===== config.mk =====
export PLATFORM = sky130hd
export DESIGN_NAME = uart_rx_module
export DESIGN_NICKNAME = d
export VERILOG_FILES = /design/src/rtl/uart_rx_module.sv
export SDC_FILE = /design/constraint.sdc
export NUM_CORES = 1
export LEC_CHECK = 0
export BUFFER_PORTS_ARGS = -buffer_cell sky130_fd_sc_hd__clkbuf_2
export CAP_MARGIN = 20
export CORE_MARGIN = 1
export CORE_UTILIZATION = 60
export CTS_CLUSTER_DIAMETER = 30
export DETAILED_ROUTE_END_ITERATION = 7
export GPL_ROUTABILITY_DRIVEN = 0
export PLACE_DENSITY = 0.89
export SLEW_MARGIN = 20
export SYNTH_ARGS = -nofsm -noshare
export SYNTH_HDL_FRONTEND = slang
export SYNTH_SLANG_ARGS = --single-unit

===== constraint.sdc =====
create_clock -name clk -period 5.7 [get_ports clk]
set_input_delay 0.57 -clock clk [delete_from_list [all_inputs] [get_ports clk]]
set_output_delay 0.57 -clock clk [all_outputs]
set_load 0.03 [all_outputs]

===== src/rtl/uart_rx_module.sv =====
// 8N1 UART receiver: two-flop synchroniser, mid-bit start validation and
// centre-of-bit sampling, with one-cycle done/framing-error strobes.
module uart_rx_module #(
  parameter logic [12:0] BPS = 13'd434
) (
  input  logic       clk,
  input  logic       rst,
  input  logic       rx_en_sig,
  input  logic       rx_pin,
  output logic [7:0] rx_data,
  output logic       rx_done,
  output logic       rx_err
);

  localparam logic [12:0] HALF_LAST = (BPS >> 1) - 13'd1;
  localparam logic [12:0] BIT_LAST  = BPS - 13'd1;

  typedef enum logic [2:0] {
    IDLE  = 3'd0,
    START = 3'd1,
    DATA  = 3'd2,
    STOP  = 3'd3,
    BRK   = 3'd4
  } state_t;

  state_t      state_reg, state_next;
  logic        sync1_reg, rx_s_reg, rx_q_reg;
  logic [1:0]  settle_reg;
  logic [12:0] c1_reg, c1_next;
  logic [2:0]  idx_reg, idx_next;
  logic [7:0]  shift_reg, shift_next;
  logic [7:0]  data_reg, data_next;
  logic        done_reg, done_next;
  logic        err_reg, err_next;
  logic        fe, half_hit, bit_hit, data_sample;

  // The sync flops are preset to idle on reset; if the real line is low at
  // that moment the flush would look like a falling edge, so edges are masked
  // until the chain has refilled with the true pin level.
  always_ff @(posedge clk) begin
    if (rst) begin
      sync1_reg  <= 1'b1;
      rx_s_reg   <= 1'b1;
      rx_q_reg   <= 1'b1;
      settle_reg <= 2'd3;
    end else begin
      sync1_reg <= rx_pin;
      rx_s_reg  <= sync1_reg;
      rx_q_reg  <= rx_s_reg;
      if (settle_reg != 2'd0)
        settle_reg <= settle_reg - 2'd1;
    end
  end

  assign fe          = rx_q_reg & ~rx_s_reg & (settle_reg == 2'd0);
  assign half_hit    = (c1_reg == HALF_LAST);
  assign bit_hit     = (c1_reg == BIT_LAST);
  assign data_sample = (state_reg == DATA) && bit_hit && rx_en_sig;

  genvar gi;
  generate
    for (gi = 0; gi < 8; gi++) begin : g_shift
      assign shift_next[gi] = (data_sample && (idx_reg == 3'(gi))) ? rx_s_reg : shift_reg[gi];
    end
  endgenerate

  always_ff @(posedge clk) begin
    if (rst) begin
      state_reg <= IDLE;
      c1_reg    <= 13'd0;
      idx_reg   <= 3'd0;
      shift_reg <= 8'h00;
      data_reg  <= 8'h00;
      done_reg  <= 1'b0;
      err_reg   <= 1'b0;
    end else begin
      state_reg <= state_next;
      c1_reg    <= c1_next;
      idx_reg   <= idx_next;
      shift_reg <= shift_next;
      data_reg  <= data_next;
      done_reg  <= done_next;
      err_reg   <= err_next;
    end
  end

  always_comb begin
    state_next = state_reg;
    c1_next    = c1_reg + 13'd1;
    idx_next   = idx_reg;
    data_next  = data_reg;
    done_next  = 1'b0;
    err_next   = 1'b0;
    if (!rx_en_sig) begin
      state_next = IDLE;
      c1_next    = 13'd0;
      idx_next   = 3'd0;
    end else begin
      case (state_reg)
        IDLE: begin
          c1_next  = 13'd0;
          idx_next = 3'd0;
          if (fe)
            state_next = START;
        end
        START: begin
          if (half_hit) begin
            c1_next    = 13'd0;
            state_next = rx_s_reg ? IDLE : DATA;
          end
        end
        DATA: begin
          if (bit_hit) begin
            c1_next  = 13'd0;
            idx_next = idx_reg + 3'd1;
            if (idx_reg == 3'd7)
              state_next = STOP;
          end
        end
        STOP: begin
          if (bit_hit) begin
            c1_next = 13'd0;
            if (rx_s_reg) begin
              data_next  = shift_reg;
              done_next  = 1'b1;
              state_next = IDLE;
            end else begin
              err_next   = 1'b1;
              state_next = BRK;
            end
          end
        end
        BRK: begin
          // Hold off until the line is released so a long break is one error.
          c1_next = 13'd0;
          if (rx_s_reg)
            state_next = IDLE;
        end
        default: begin
          c1_next    = 13'd0;
          state_next = IDLE;
        end
      endcase
    end
  end

  assign rx_data = data_reg;
  assign rx_done = done_reg;
  assign rx_err  = err_reg;

endmodule


== Word level (Yosys, flattened, before mapping) ==
Cells that the tools add are included.
Word-level totals
  register bits after elaboration: 42
  bits of input ports: 4
  word-level logic and storage cells: 83
Operators by class
  add/subtract/negate cells: 3
  equality and inequality tests: 19
  muxes and demuxes: 16
  bitwise gates (word level): 6
  reduce and logical (&&, ||, !) cells: 21
Operator list (number)
  $mux W13: 2
  $pmux W13 S2: 1
  $mux W3: 8
  $eq A3 B3 Y1 const B: 5
  $pmux W3 S5: 1
  $add A13 B1 Y13 const B: 1
  $eq A13 B8 Y1 const B: 1
  $eq A13 B9 Y1 const B: 1
  $eq A3 B2 Y1 const B: 4
  $logic_and A1 B1 Y1: 10
  $ne A2 B2 Y1 const B: 5
  $eq A3 B1 Y1 const B: 2
  $logic_not A3 Y1: 2
  $pmux W3 S2: 1
  $reduce_and A6 Y1: 1
  $not A1 Y1: 4
  $reduce_and A4 Y1: 1
  $reduce_bool A2 Y1: 2
  $reduce_or A2 Y1: 2
  $reduce_or A4 Y1: 1
  $add A3 B1 Y3 const B: 1
  $and A1 B1 Y1: 2
  $logic_not A2 Y1: 1
  $mux W1: 2
  4 further kinds: 4

== Longest topological paths before layout ==
  word-level depth: 5
  depth in mapped cells: 8
  depth with buffers taken out: 6

== Worst setup path before layout ==
No wires, ideal clock.
  path type: register to register
  start point: reg c1_reg[0]
  end point: reg c1_reg[3]
  data arrival time: 1.788 ns
  data required time: 5.578 ns
  setup slack: 3.790 ns
  stages on the path, launching flop included: 8
  period minus slack after synthesis: 1.910 ns
  cells stage by stage: dfxtp_1 -> inv_1 -> ha_1 -> or3b_2 -> or4_4 -> a22oi_4 -> buf_8 -> nor3_2
On the way
  word-level cells in the longest chain between the ends: 3
  elaborated cells on any way between the ends: 6
  classes of those cells: add/sub: 1; eq/ne: 2; mux: 3
RTL lines
  from (decl): RTL line 29  | logic [12:0] c1_reg, c1_next;
  from (signal assigned): RTL line 78  | c1_reg <= c1_next;
  $add A13 B1 Y13, or another cell as far along: RTL line 89  | c1_next = c1_reg + 13'd1;
  $mux W13, on equally long branches: RTL line 113, 121, 107
  $pmux W13 S2 *: RTL line 99  | case (state_reg)
Every way passes the cells marked *; elsewhere a longest branch is shown, timed or not.
A chain may end at the register's enable or synchronous reset.

== Worst setup path in the final report ==
  start point: reg c1_reg[0]
  end point: reg c1_reg[1]
Same word-level chain as after synthesis.

==> results_dict.tcl <==
set metrics [dict create \
    met3_usage 0.0597 \
    min_from "rx_pin" \
    crit_slowest_cell "a22oi_4" \
    synth_edf_count 0 \
    synth_common_cells "dfxtp_1 (42), nand2b_1 (20), mux2i_1 (17)" \
    area_growth_pct 6.76 \
    stdcell_count 266 \
    first_iter_violations 67 \
    rows 20 \
    drv_slew 0 \
    hold_viol_final 0 \
    busiest_layer "met2" \
    ys_warn_count 0 \
    max_freq_ghz 0.465 \
    cts_num_sinks 42 \
    end_kind "register" \
    startpoint "c1_reg[0]" \
    p_leak_uw 0.000780 \
    dominantRegCellSynth "dfxtp_1" \
    post_cts_buffers 0 \
    wirelength_um 3650 \
    worst_slack_ns 3.55 \
    ios 14 \
    grt.total_usage 0.220 \
    postSynthAreaPerCell_um2 9.74 \
    grtUsageMet2 0.347 \
    syn_inst 211 \
    num_antenna_cells 0 \
    synthesis.nets 225 \
    fin_setup_tns_ns 0 \
    cap_viol_max_count 0 \
    cts_made_buffers 5 \
    path_clk_slew_ns 0.12 \
    finalCriticalPeriod_ns 2.15 \
    clockBufferDepth 2 \
    powerDensity_nw_per_um2 234 \
    dieArea_um2 3660 \
    h-tree-depth 2 \
    tightest_slew_ns 0.759 \
    maxSlewHeadroom 0.494 \
    synthArstFlopShare 0 \
    worstPathArrival_ns 2.37 \
    yosys-top-cells-area "dfxtp_1 (41%), mux2i_1 (8.3%), ha_1 (6.1%)" \
    grt_util_met1 0.287 \
    root_buffer "clkbuf_4" \
    grt_overflow 0 \
    synth-seq-cells 42 \
    largest_reg_flops 13 \
    timing.hold.ws_ns 0.387 \
    ant_nets 0 \
    ctsResizeCount 0 \
    firstDrtPassIters 4 \
    num_vias 1493 \
    crit_family "simple AND/OR/NAND/NOR gates" \
    period_share 0.378 \
    status "completed" \
    post-dp-hpwl_um 2640 \
    io_buffer_count 13 \
    grt_pass1_vias 1329 \
    hold_path_class "in -> reg" \
    layout-drive-gt1-share 0.189 \
    synth.largest_area_cell "dfxtp_1" \
    holdBufCountCts 0 \
    drc 0 \
    die_w_um 60.5 \
    antenna_found_initial 0 \
    initial_core_util 0.652 \
    crit_chain "inv_1 > ha_1 > or3b_2 > or4_4 > a22oi_4 > nor3b_1" \
    reg2reg_from "c1_reg[0]" \
    die_h_um 60.5 \
    ir_drop_uv 180 \
    slowest_delay_ns 0.46 \
    worst_ep_required_time_ns 5.92 \
    rsz0062_at_grt "false" \
    power_uw 513 \
    clock-skew-final_ns 0.00552 \
    wl_per_cell_um 13.7 \
    grt_pass1_wl_um 5900 \
    netlist-cell-type-count 42 \
    synth.most_common_cell "dfxtp_1" \
    critPathKind "reg -> reg" \
    cts_tree "yes" \
    viasPerCell 5.61 \
    finalNetCount 235 \
    coreArea_um2 3150 \
    crit_buf_inv 1 \
    grt_start_max_net_pins 26 \
    clkLatencyLatePin_ns 0.35 \
    synth_top_cell_area_share 0.409 \
    dp.cells 258 \
    start_kind "register" \
    setup_viol 0 \
    crit_fanout 13 \
    seq_area_frac_synth 0.409 \
    syn_area_um2 2050 \
    dpl_worst_slack_ns 3.56 \
]
## cell type report
class / instances / area (um2)
clock inverter: 2 / 37.5
clock buffer: 6 / 41.3
multi-input combinational: 149 / 1120
timing repair buffer: 13 / 65.1
inverter: 10 / 37.5
tap: 44 / 55.1
fill: 254 / 960
sequential: 42 / 841
## worst paths after layout
| check | to | slack [ns] | depth (start not counted) |
|---|---|---|---|
| setup / recovery | c1_reg[1] | 3.55 | 6 |
| hold / removal | sync1_reg | 0.39 | 2 |
| setup reg to reg | c1_reg[1] | 3.55 | 6 |
| hold reg to reg | rx_s_reg | 0.42 | 1 |
## kinds of logic after synthesis
family	Yosys count	share of synthesized area
AOI/OAI and AO/OA	12	0.0469
xor gates and xnor gates	12	0.0512
adders and majority gates	10	0.0609
buffers and inverters	20	0.0475
DFF	42	0.409
muxes	17	0.0828
and+or+nand+nor	98	0.301
## stage by stage
stage | util | area, um2
after floorplan | - | 2050
after global placement | 0.671 | 2110
after detailed placement | 0.671 | 2110
after CTS | 0.696 | 2190
after global routing | 0.696 | 2190
final | 0.696 | 2190
## power breakdown
| group | internal, uW | switching (uW) |
|---|---|---|
| sequential | 298 | 2.16 |
| combinational | 9.70 | 12.3 |
| clock | 92.5 | 98.9 |
## metal layers
layer	vias up	wire length, um
met4	0	72
met2	33	1720
met5	-	0
met3	9	139
met1	700	1720
li1	751	-
## placed cells by master (no fill, tap or decap), types with 2 or more instances in the layout
cell and instances:
nor2_1 10, o32ai_1 2, clkbuf_2 13, a21oi_1 4
nor3_1 6, nand3_1 5, clkbuf_4 5, xor2_1 3
nand2b_1 20, xnor2_1 9, o31ai_1 2, dfxtp_1 42
a211oi_1 2, inv_1 10, nand2_1 15, nor4_1 6
mux2i_1 17, nor3_2 10, nand4_1 7, ha_1 10
or2_2 4
## worst register-to-register path, delay by kind of cell, from the launching register on
family / cells / cell delay [ns]
buffers and inverters: 1 / 0.07
DFF: 1 / 0.38
AOI/OAI and AO/OA: 1 / 0.46
and+or+nand+nor: 3 / 0.99
adders and majority gates: 1 / 0.13
Power figures use the tool's default switching activity.
